<file path="config.mk">
export PLATFORM = sky130hd
export DESIGN_NAME = muldiv_unit
export DESIGN_NICKNAME = d
export VERILOG_FILES = /design/src/rtl/muldiv_unit.sv
export SDC_FILE = /design/constraint.sdc
export NUM_CORES = 1
export LEC_CHECK = 0
export CORE_UTILIZATION = 60
export CTS_CLUSTER_DIAMETER = 100
export DETAILED_ROUTE_END_ITERATION = 8
export GPL_ROUTABILITY_DRIVEN = 0
export PLACE_DENSITY = 0.81
export SYNTH_ARGS = -nofsm -noshare
export SYNTH_HDL_FRONTEND = slang
export SYNTH_SLANG_ARGS = --single-unit
export TNS_END_PERCENT = 50
</file>
<file path="constraint.sdc">
create_clock -name clk -period 5.2 [get_ports clk]
set_input_delay 1.04 -clock clk [delete_from_list [all_inputs] [get_ports clk]]
set_output_delay 1.04 -clock clk [all_outputs]
set_load 0.01 [all_outputs]
</file>
<file path="src/rtl/muldiv_unit.sv">
// -----------------------------------------------------------------------------
// muldiv_unit
// Iterative RV32M multiply/divide engine for the EX stage. An accepted request
// spends exactly BITS cycles in CALC (one radix-2 step per cycle), one cycle in
// FIN for the sign fix-up, and the registered result/done appear the cycle
// after FIN. Every operation, special cases included, has the same latency.
//
// Ports
//   clk      in   1     clock, rising edge
//   rst      in   1     synchronous active-high reset
//   start    in   1     request, sampled only in IDLE
//   alu_ctrl in   5     ALUCtrl code (MUL..REMU accepted, anything else ignored)
//   op_a     in   BITS  rs1 operand (multiplicand / dividend)
//   op_b     in   BITS  rs2 operand (multiplier / divisor)
//   busy     out  1     high while an operation is in CALC or FIN
//   done     out  1     one-cycle pulse, result valid in that cycle
//   result   out  BITS  result of the last completed operation
// -----------------------------------------------------------------------------
module muldiv_unit #(
    parameter int BITS  = 32,
    parameter int CNT_W = 6
) (
    input  logic            clk,
    input  logic            rst,
    input  logic            start,
    input  logic [4:0]      alu_ctrl,
    input  logic [BITS-1:0] op_a,
    input  logic [BITS-1:0] op_b,
    output logic            busy,
    output logic            done,
    output logic [BITS-1:0] result
);

    localparam logic [4:0] ALUCTRL_MUL    = 5'd16;
    localparam logic [4:0] ALUCTRL_MULH   = 5'd17;
    localparam logic [4:0] ALUCTRL_MULHSU = 5'd18;
    localparam logic [4:0] ALUCTRL_MULHU  = 5'd19;
    localparam logic [4:0] ALUCTRL_DIV    = 5'd20;
    localparam logic [4:0] ALUCTRL_DIVU   = 5'd21;
    localparam logic [4:0] ALUCTRL_REM    = 5'd22;
    localparam logic [4:0] ALUCTRL_REMU   = 5'd23;

    typedef enum logic [1:0] {
        ST_IDLE = 2'd0,
        ST_CALC = 2'd1,
        ST_FIN  = 2'd2
    } state_t;

    // Two's-complement negation of a BITS-wide value when neg is set.
    function automatic logic [BITS-1:0] cond_neg(input logic [BITS-1:0] v, input logic neg);
        logic [BITS-1:0] r;
        if (neg) begin
            r = (~v) + {{(BITS-1){1'b0}}, 1'b1};
        end else begin
            r = v;
        end
        return r;
    endfunction

    // Two's-complement negation of the double-width product when neg is set.
    function automatic logic [2*BITS-1:0] cond_neg2(input logic [2*BITS-1:0] v, input logic neg);
        logic [2*BITS-1:0] r;
        if (neg) begin
            r = (~v) + {{(2*BITS-1){1'b0}}, 1'b1};
        end else begin
            r = v;
        end
        return r;
    endfunction

    state_t              state_q,  state_d;
    logic [4:0]          op_q,     op_d;
    logic [BITS-1:0]     a_q,      a_d;       // raw dividend kept for REM by zero
    logic                b_zero_q, b_zero_d;
    logic                neg_a_q,  neg_a_d;
    logic                neg_b_q,  neg_b_d;
    logic [BITS-1:0]     mcand_q,  mcand_d;   // multiplicand or divisor magnitude
    logic [2*BITS-1:0]   prod_q,   prod_d;    // product; low half doubles as quotient shifter
    logic [BITS:0]       rem_q,    rem_d;     // partial remainder
    logic [CNT_W-1:0]    cnt_q,    cnt_d;
    logic                busy_q,   busy_d;
    logic                done_q,   done_d;
    logic [BITS-1:0]     result_q, result_d;

    logic                accept_s;
    logic                sa_s, sb_s;
    logic [BITS-1:0]     mag_a_s, mag_b_s;
    logic [BITS:0]       mul_sum_s;
    logic [BITS:0]       div_shift_s;
    logic [BITS:0]       div_diff_s;
    logic [2*BITS-1:0]   prod_fix_s;

    // Next-state, datapath step and result fix-up.
    always_comb begin
        state_d  = state_q;
        op_d     = op_q;
        a_d      = a_q;
        b_zero_d = b_zero_q;
        neg_a_d  = neg_a_q;
        neg_b_d  = neg_b_q;
        mcand_d  = mcand_q;
        prod_d   = prod_q;
        rem_d    = rem_q;
        cnt_d    = cnt_q;
        done_d   = 1'b0;
        result_d = result_q;

        accept_s = start && (alu_ctrl >= ALUCTRL_MUL) && (alu_ctrl <= ALUCTRL_REMU);

        // Operand signedness per opcode.
        case (alu_ctrl)
            ALUCTRL_MULH, ALUCTRL_DIV, ALUCTRL_REM: begin
                sa_s = op_a[BITS-1];
                sb_s = op_b[BITS-1];
            end
            ALUCTRL_MULHSU: begin
                sa_s = op_a[BITS-1];
                sb_s = 1'b0;
            end
            default: begin
                sa_s = 1'b0;
                sb_s = 1'b0;
            end
        endcase
        mag_a_s = cond_neg(op_a, sa_s);
        mag_b_s = cond_neg(op_b, sb_s);

        // Shift-add: add the multiplicand to the upper half when the current
        // multiplier LSB is set, then shift the whole product right by one.
        if (prod_q[0]) begin
            mul_sum_s = {1'b0, prod_q[2*BITS-1:BITS]} + {1'b0, mcand_q};
        end else begin
            mul_sum_s = {1'b0, prod_q[2*BITS-1:BITS]};
        end

        // Restoring divide: bring in the next dividend bit and trial-subtract.
        div_shift_s = {rem_q[BITS-1:0], prod_q[BITS-1]};
        div_diff_s  = div_shift_s - {1'b0, mcand_q};

        prod_fix_s = cond_neg2(prod_q, neg_a_q ^ neg_b_q);

        case (state_q)
            ST_IDLE: begin
                if (accept_s) begin
                    op_d     = alu_ctrl;
                    a_d      = op_a;
                    b_zero_d = (op_b == {BITS{1'b0}});
                    neg_a_d  = sa_s;
                    neg_b_d  = sb_s;
                    rem_d    = {(BITS+1){1'b0}};
                    cnt_d    = CNT_W'(BITS);
                    // Opcode bit 2 separates the divide group (20..23) from multiply (16..19).
                    if (alu_ctrl[2]) begin
                        mcand_d = mag_b_s;
                        prod_d  = {{BITS{1'b0}}, mag_a_s};
                    end else begin
                        mcand_d = mag_a_s;
                        prod_d  = {{BITS{1'b0}}, mag_b_s};
                    end
                    state_d = ST_CALC;
                end else begin
                    state_d = ST_IDLE;
                end
            end
            ST_CALC: begin
                cnt_d = cnt_q - {{(CNT_W-1){1'b0}}, 1'b1};
                if (op_q[2]) begin
                    if (div_diff_s[BITS]) begin
                        rem_d  = div_shift_s;
                        prod_d = {prod_q[2*BITS-1:BITS], prod_q[BITS-2:0], 1'b0};
                    end else begin
                        rem_d  = div_diff_s;
                        prod_d = {prod_q[2*BITS-1:BITS], prod_q[BITS-2:0], 1'b1};
                    end
                end else begin
                    prod_d = {mul_sum_s, prod_q[BITS-1:1]};
                end
                if (cnt_q == {{(CNT_W-1){1'b0}}, 1'b1}) begin
                    state_d = ST_FIN;
                end else begin
                    state_d = ST_CALC;
                end
            end
            ST_FIN: begin
                done_d  = 1'b1;
                state_d = ST_IDLE;
                case (op_q)
                    ALUCTRL_MUL: result_d = prod_fix_s[BITS-1:0];
                    ALUCTRL_MULH, ALUCTRL_MULHSU, ALUCTRL_MULHU:
                        result_d = prod_fix_s[2*BITS-1:BITS];
                    ALUCTRL_DIV, ALUCTRL_DIVU: begin
                        if (b_zero_q) begin
                            result_d = {BITS{1'b1}};
                        end else begin
                            result_d = cond_neg(prod_q[BITS-1:0], neg_a_q ^ neg_b_q);
                        end
                    end
                    ALUCTRL_REM, ALUCTRL_REMU: begin
                        // Remainder follows the dividend sign; divide by zero returns op_a.
                        if (b_zero_q) begin
                            result_d = a_q;
                        end else begin
                            result_d = cond_neg(rem_q[BITS-1:0], neg_a_q);
                        end
                    end
                    default: result_d = result_q;
                endcase
            end
            default: begin
                state_d = ST_IDLE;
            end
        endcase

        busy_d = (state_d != ST_IDLE);
    end

    // State, datapath and output registers with synchronous reset.
    always_ff @(posedge clk) begin
        if (rst) begin
            state_q  <= ST_IDLE;
            op_q     <= 5'd0;
            a_q      <= {BITS{1'b0}};
            b_zero_q <= 1'b0;
            neg_a_q  <= 1'b0;
            neg_b_q  <= 1'b0;
            mcand_q  <= {BITS{1'b0}};
            prod_q   <= {(2*BITS){1'b0}};
            rem_q    <= {(BITS+1){1'b0}};
            cnt_q    <= {CNT_W{1'b0}};
            busy_q   <= 1'b0;
            done_q   <= 1'b0;
            result_q <= {BITS{1'b0}};
        end else begin
            state_q  <= state_d;
            op_q     <= op_d;
            a_q      <= a_d;
            b_zero_q <= b_zero_d;
            neg_a_q  <= neg_a_d;
            neg_b_q  <= neg_b_d;
            mcand_q  <= mcand_d;
            prod_q   <= prod_d;
            rem_q    <= rem_d;
            cnt_q    <= cnt_d;
            busy_q   <= busy_d;
            done_q   <= done_d;
            result_q <= result_d;
        end
    end

    assign busy   = busy_q;
    assign done   = done_q;
    assign result = result_q;

endmodule

</file>
== Yosys cells after proc, flatten, opt, wreduce, memory -nomap -nowiden ==
Index checks and enable logic that the tools add are counted.
Storage, ports and cells
  word-level logic and storage cells: 92
  register bits after elaboration: 210
  input port bits: 72
  output and inout port bits: 34
Cells by class
  muxes and demuxes: 27
  add/sub/neg operators: 8
  equality and inequality tests: 18
  magnitude comparators: 2
  bitwise gates (word level): 6
  reductions and logical operators: 17
Operators by type and width (count)
  2-to-1 mux 32 bit: 11
  2-to-1 mux 64 bit: 3
  adder 32 x 1 -> 32 bit (second input constant): 4
  inverter 32 bit: 4
  case mux 32 bit (4 select lines): 1
  case mux 64 bit (2 select lines): 1
  adder 64 x 1 -> 64 bit (second input constant): 1
  inverter 64 bit: 1
  case mux 32 bit (2 select lines): 1
  == test 5 bit (second input constant): 12
  adder 32 x 32 -> 33 bit: 1
  2-to-1 mux 33 bit: 1
  subtractor 33 x 32 -> 33 bit: 1
  zero test 32 bit: 1
  case mux 6 bit (2 select lines): 1
  == test 6 x 1 -> 1 bit (second input constant): 1
  2-to-1 mux 6 bit: 1
  inequality test 2 bit (second input constant): 3
  AND reduction 2 bit: 3
  AND reduction 3 bit: 2
  OR reduction 3 bit: 2
  subtractor 6 x 1 -> 6 bit (second input constant): 1
  >= comparator 5 bit (second input constant): 1
  less-or-equal comparator 5 bit (second input constant): 1
  12 further kinds: 19

== Logic depth before layout (Yosys ltp) ==
Gate-level depths: netlist of the first run.
  depth in word-level cells: 7
  mapped depth: 15
  depth with buffers taken out: 12

== Least setup slack after synthesis of the first run ==
Ideal clock, no wire load.
  kind: input -> register
  from: input port op_b[4]
  to: register prod_q[26]
  arrival: 3175 ps
  path slack: 1903 ps
  data required time: 5078 ps
  path buffers: 0
  stages: 8
  cells stage by stage: nor4_1 and4b_1 nand3b_1 nor4b_1 a21oi_1 xnor2_1 nand2_1 a221o_1
On the way
  cells in the longest elaborated chain, start to end: 6
Ends and longest elaborated chain
  start: declaration: line 28  | input logic [BITS-1:0] op_b,
  inverter 32 bit: line 53  | r = (~v) + {{(BITS-1){1'b0}}, 1'b1};
  adder 32 x 1 -> 32 bit: line 53
  2-to-1 mux 32 bit: line 52  | if (neg) begin
  2-to-1 mux 32 bit: line 153  | if (alu_ctrl[2]) begin
  2-to-1 mux 64 bit: line 144  | if (accept_s) begin
  case mux 64 bit (2 select lines): line 142  | case (state_q)
  end signal: assignment: line 227  | prod_q <= {(2*BITS){1'b0}};
  end signal: assignment: line 241  | prod_q <= prod_d;
  end: declaration: line 78  | logic [2*BITS-1:0] prod_q, prod_d;
Every way passes these cells. The select of a mux whose other input is x is not followed.
A chain may end at the register's enable or synchronous reset.

== Worst setup path in the final report of the first run ==
  from: input port op_b[2]
  to: register prod_q[26]
Same word-level chain as after synthesis.

==> results.ini, run 1 <==
[status]
status=completed

[yosys]
synth_top_cell_by_area=dfxtp_1
synth_common_cells=nand2_1, a21oi_1, dfxtp_1, nor2_1, o21ai_0
ys_types=79
yosysWarnings=0
synth_top_family_by_area=compound AO/OA/AOI/OAI gates
synth-compound-area-share=0.286
ys.flop_type=dfxtp_1
synthArstFlopShare=0
synth.cell_area_mm2=0.0165
avgSynthCellArea_um2=7.38
syn-instance-count=2237
yosysMostFrequentCell=nand2_1
yosysSeqAreaShare=0.255
synth-seq-cells=210
synth_area_leaders=dfxtp_1, a21oi_1, xnor2_1
synthAdderAreaFrac=0.0555
synth_edf_count=0
synth-xor-area-share=0.103
synth_top_area_frac=0.255
synthMuxAreaShare=0.0413
synth_fp_nets=2381
synthSimpleGateAreaFrac=0.209

[drt]
dr_total_vias=18100
drcViolationCount=0
drt-total-wl_um=60100
antenna_left=0
dr.first_iter.drc_count=2839
avgViaCountPerCell=6.94
firstDrtPassIters=6
wl_per_cell_um=23.1

[clock_tree]
htree_levels=1
cts_setup_buffers=0
cts_hold_buf=0
clk_path_buf_depth=3
cts.repair.resized=0
cts-root-buf=clkbuf_16
cts_buffers=24
clk_pin_slew_ns=0.06
cts_sinks=210
clkLatencyLatePin_ns=0.54
cts_tree=done

[final_layout]
fin_nets=2388
register_area_mm2=0.00421
n_fill_cell=2194
final_layout_size_suffix_gt1_frac=0.0424
multi_input_area_mm2=0.0115
area_delta_synth_final_pct=12.2

[worst_hold_path]
worstHoldPathType=reg -> reg

[timing]
rsz0062_at_grt=no
finalWorstSetupSlack_ns=1.24
clock.fmax_ghz=0.253
hold_slack_ns=0.455
period_needed_ns=3.96
fin_setup_tns_ns=0
worstMarginPinSlew_ns=1.28
max_slew_margin=0.135
report.final.slew_viol_count=0
finalHoldViolations=0
clock_skew_ns=0.0206
fin_crit_sh=0.761
setup_violations=0

[floorplanning]
die-area_mm2=0.0282
core_mm2=0.0270
fp.dieH_um=168
io_pins=106
fp-row-count=60
initial_core_util=0.613
die_x_um=168

[pwr]
power.density_mw_per_mm2=242
vdd_drop_max_mv=0.190
p_leak_nw=6.79

[setup_path]
worstPathCellList=clkdlybuf4s50_1 -> nor4_1 -> and4b_1 -> nand3b_1 -> nor4b_1 -> a21oi_1 -> xnor2_1 -> nand2_1 -> a221o_1
path_buf_inv=1
cp_max_fo=5
slowest_delay_ns=0.88
required_ns=5.62
cp.arrival_ns=4.38
startpoint_type=input pin
cp_top_family=simple AND/OR/NAND/NOR gates
cpMaxStageDelayCell=nor4b_1
endpoint_kind=flip-flop
path_class=in -> reg

[grt]
grt_max_degree=76
grt_pass1_vias=16200
grt_antenna_before_repair=2
grt-ovfl-total=0
grtUsageTotal=0.418
grt_pass1_wl_um=92100

[placement]
dp_slack_ns=0.789
hpwl_um=44100
port_buffers=105

[flow_run]
maxCapViolations=0

[worst min-delay path, stage by stage (launching register included)]
cell,delay [ns]
dfxtp_1,0.31
nand2_1,0.05
a21oi_1,0.05
[cell type report]
cell class              count  share of cell area
flip-flops and latches    210               0.227
clock buffers              36              0.0393
multi-input cells        1804               0.622
well taps                 341              0.0230
inverters                  72              0.0146
repair buffers            132              0.0673
diodes                      2            0.000270
clock inverters             8             0.00676
[cell usage in the layout, fill, tap and decap left out, types with 68 or more instances in the layout]
cell	count
ha_1	70
nor3_1	68
nor2_1	196
o21ai_0	148
nand2_1	264
a21oi_1	230
dfxtp_1	209
clkdlybuf4s50_1	103
inv_1	71
xor2_1	77
xnor2_1	116
[metrics by stage]
step / instances / util / power [mW] / instance area [µm²]
after floorplan: 2237 / - / 2.34 / 16500
after global placement: 2559 / 0.655 / 2.61 / 17700
after detailed placement: 2559 / 0.655 / 2.63 / 17700
after CTS: 2603 / 0.687 / 4.44 / 18500
after global routing: 2603 / 0.687 / 4.60 / 18500
final: 2605 / 0.687 / 4.48 / 18500
[worst paths after layout]
path                           startpoint                       to  slack [ns]  cells past startpoint
hold reg to reg       a_q[4]$_SDFFE_PP0N_      a_q[4]$_SDFFE_PP0N_        0.46                      2
setup reg to reg  prod_q[31]$_SDFFE_PP0P_   rem_q[23]$_SDFFE_PP0P_        1.27                     13
setup / recovery                  op_b[2]  prod_q[26]$_SDFFE_PP0P_        1.24                      9
hold / removal        a_q[4]$_SDFFE_PP0N_      a_q[4]$_SDFFE_PP0N_        0.46                      2
[cells by family (layout without fill, tap and decap cells)]
| family | count (synthesis) | after routing |
|---|---|---|
| buf+inv | 223 | 248 |
| compound gates | 732 | 732 |
| xor+xnor | 194 | 194 |
| flops | 210 | 210 |
| mux | 68 | 68 |
| fa+ha+maj | 72 | 72 |
| simple gates | 738 | 738 |
| other cells | 0 | 2 |
[per-layer routing]
layer / routed length, µm / GRT usage / up-vias
met5: 104 / 0.0278 / -
met4: 5070 / 0.309 / 2
met3: 8000 / 0.110 / 260
met2: 24300 / 0.600 / 1315
met1: 22600 / 0.537 / 8327
li1: - / - / 8183
[where the power goes]
| group | internal [mW] | switching (mW) |
|---|---|---|
| combinational | 0.347 | 0.553 |
| clock | 1.11 | 0.724 |
| sequential | 1.65 | 0.0905 |
| total | 3.12 | 1.37 |
[state kept, by name (all words and copies together), names as in the netlist]
signal / cells
a_q: 32
b_zero_q: 1
busy: 1
cnt_q: 6
done: 1
mcand_q: 32
neg_a_q: 1
neg_b_q: 1
op_q: 5
prod_q: 64
rem_q: 32
result: 32
state_q: 2
(Power assumes the default switching activity.)
==> inputs of run 2 (changes only) <==
--- a/config.mk
+++ b/config.mk
@@ -5,11 +5,11 @@
 export SDC_FILE = /design/constraint.sdc
 export NUM_CORES = 1
 export LEC_CHECK = 0
-export CORE_UTILIZATION = 60
+export CORE_UTILIZATION = 55
 export CTS_CLUSTER_DIAMETER = 100
 export DETAILED_ROUTE_END_ITERATION = 8
 export GPL_ROUTABILITY_DRIVEN = 0
-export PLACE_DENSITY = 0.81
+export PLACE_DENSITY = 0.78
 export SYNTH_ARGS = -nofsm -noshare
 export SYNTH_HDL_FRONTEND = slang
 export SYNTH_SLANG_ARGS = --single-unit
==> constraint.sdc (replaced) <==
create_clock -name clk -period 3.4 [get_ports clk]
set_input_delay 0.68 -clock clk [delete_from_list [all_inputs] [get_ports clk]]
set_output_delay 0.68 -clock clk [all_outputs]
set_load 0.01 [all_outputs]
==> run 2 against run 1 <==
The run now ends with negative setup slack left. Largest power group is now registers. Total power up 54%. Critical path depth up 2. Hold slack better by 0.0056 ns. Non-clock buffer count up 149. Setup slack worse by 1.3 ns. Sequential cell count unchanged. Register-to-register slack worse by 1.3 ns. Combinational power up 82%. Sequential share of layout area down 1.4 points. Highest routed layer unchanged. Critical endpoint is now rem_q[2]$_SDFFE_PP0P_.
==> results.ini, run 2 (synthesis gave the netlist of run 1 again) <==
[grt]
grt_pass1_wl_um=96800  ; was 92100 µm
grt_pass1_vias=16800  ; was 16200
grt_antenna_before_repair=3  ; was 2
grt_max_degree=75  ; was 76
grt-ovfl-total=0  ; unchanged
grtUsageTotal=0.406  ; was 0.418

[flow_run]
maxCapViolations=0  ; unchanged

[timing]
clock_skew_ns=0.0172  ; was 0.0206 ns
setup_violations=1  ; was 0
worstMarginPinSlew_ns=1.20  ; was 1.28 ns
max_slew_margin=0.194  ; was 0.135
fin_crit_sh=1.00
hold_slack_ns=0.461  ; was 0.455 ns
report.final.slew_viol_count=0  ; unchanged
finalWorstSetupSlack_ns=-0.0116  ; was 1.24 ns
clock.fmax_ghz=0.293
fin_setup_tns_ns=-0.0116  ; was 0 ns
period_needed_ns=3.41
finalHoldViolations=0  ; unchanged

[clock_tree]
cts_tree=done  ; unchanged
cts-root-buf=clkbuf_16  ; unchanged
clk_pin_slew_ns=0.06  ; about the same
cts_sinks=210  ; unchanged
clkLatencyLatePin_ns=0.54  ; about the same
htree_levels=1  ; unchanged
cts_buffers=25  ; was 24
clk_path_buf_depth=3  ; unchanged

[pwr]
p_leak_nw=7.57  ; was 6.79 nW
power.density_mw_per_mm2=348  ; was 242 mW/mm²
vdd_drop_max_mv=0.266  ; was 0.190 mV

[floorplanning]
io_pins=106  ; unchanged
fp-row-count=63  ; was 60
initial_core_util=0.559  ; was 0.613
fp.dieH_um=175  ; was 168 µm
core_mm2=0.0296  ; was 0.0270 mm²
die-area_mm2=0.0307  ; was 0.0282 mm²
die_x_um=175  ; was 168 µm

[worst_hold_path]
worstHoldPathType=reg -> reg  ; unchanged

[drt]
antenna_left=0  ; unchanged
firstDrtPassIters=9  ; was 6
drcViolationCount=0  ; unchanged
avgViaCountPerCell=6.70  ; was 6.94
wl_per_cell_um=22.9  ; was 23.1 µm
drt-total-wl_um=64100  ; was 60100 µm
dr.first_iter.drc_count=2891  ; was 2839
dr_total_vias=18800  ; was 18100

[final_layout]
final_layout_size_suffix_gt1_frac=0.110  ; was 0.0424
diodes=0  ; was 2
largest_reg_flops=64  ; unchanged
final_common_cell=nand2_1  ; unchanged
regMostFlops=prod_q  ; unchanged
fin_nets=2538  ; was 2388
final_cell_mix=nand2_1, a21oi_1, dfxtp_1  ; unchanged
area_delta_synth_final_pct=19.9  ; was 12.2%

[setup_path]
cpMaxStageDelayCell=or4_1  ; was nor4b_1
cp_max_fo=9  ; was 5
slowest_delay_ns=0.54  ; was 0.88 ns
cp_top_family=compound AO/OA/AOI/OAI gates  ; was simple AND/OR/NAND/NOR gates
path_class=reg -> reg  ; was in -> reg
worstPathCellList=inv_2 -> ha_1 -> or4_1 -> o211ai_1 -> a31oi_2 -> o211ai_1 -> a211o_1 -> o211ai_1 -> buf_6 -> clkbuf_16 -> o311ai_0  ; was clkdlybuf4s50_1 -> nor4_1 -> and4b_1 -> nand3b_1 -> nor4b_1 -> a21oi_1 -> xnor2_1 -> nand2_1 -> a221o_1
cp.arrival_ns=3.79  ; was 4.38 ns
required_ns=3.78  ; was 5.62 ns
startpoint_type=flip-flop  ; was input pin
cp_common_cell=o211ai_1
endpoint_kind=flip-flop  ; unchanged
path_buf_inv=3  ; was 1

[placement]
hpwl_um=48100  ; was 44100 µm
port_buffers=105  ; unchanged

[status]
failed_checks=negative setup slack
status=finished, violations left  ; was completed

## run 2: final cells by class
type / instances / area (µm²)
fillers: 2460 / 9760
inverters: 72 / 273
clock buffers: 36 / 707
well taps: 390 / 488
clock inverters: 7 / 66.3
repair buffers: 281 / 2450
multi-input cells: 1804 / 11600
flip-flops and latches: 210 / 4220
## run 2: worst paths after layout
kind / from / endpoint / slack [ns] / cells past startpoint
max reg2reg: mcand_q[4]$_SDFFE_PP0N_ / rem_q[2]$_SDFFE_PP0P_ / -0.01 / 11
min: a_q[21]$_SDFFE_PP0N_ / a_q[21]$_SDFFE_PP0N_ / 0.46 / 2
min reg2reg: a_q[21]$_SDFFE_PP0N_ / a_q[21]$_SDFFE_PP0N_ / 0.46 / 2
max: mcand_q[4]$_SDFFE_PP0N_ / rem_q[2]$_SDFFE_PP0P_ / -0.01 / 11
## run 2: worst reg2reg max path, stage by stage, from the launching register on
cell and delay, ns:
dfxtp_4 0.37, inv_2 0.08, ha_1 0.24, or4_1 0.54
o211ai_1 0.34, a31oi_2 0.20, o211ai_1 0.35, a211o_1 0.19
o211ai_1 0.12, buf_6 0.19, clkbuf_16 0.18, o311ai_0 0.45
## run 2: metal layers
metal / wire (µm) / share of wire / global-route usage
met2: 25400 / 0.40 / 0.577
met4: 5920 / 0.092 / 0.306
met5: 23 / 0.00036 / 0
met3: 8590 / 0.13 / 0.105
met1: 24100 / 0.38 / 0.524
## run 2: what timing repair did
| action | 4_1_cts | 5_1_grt |
|---|---|---|
| endpoints found under the setup margin | 0 | 43 |
| buffers inserted | 0 | 1 |
| gates resized for setup | 0 | 34 |
| endpoints found under the hold margin | 0 | 0 |
| hold buffers | 0 | 0 |
## run 2: metrics by stage
stage          cell area, µm²   util  power [mW]  worst slack, ns  std cells
2_1_floorplan           16500      -        3.58            0.140       2237
3_3_place_gp            18900  0.639        4.16           0.0202       2755
3_5_place_dp            18900  0.639        4.20          -0.0153       2755
4_1_cts                 19700  0.665        6.76         0.000790       2798
5_1_grt                 19800  0.670        7.09          -0.0230       2800
6_report                19800  0.670        6.90          -0.0116       2800
## run 2: where the power goes
| part | switching [mW] | leakage (nW) | internal [mW] |
|---|---|---|---|
| sequential | 0.105 | 1.71 | 2.53 |
| combinational | 0.953 | 5.48 | 0.684 |
| clock | 1.11 | 0.380 | 1.51 |
| total | 2.17 | 7.57 | 4.73 |
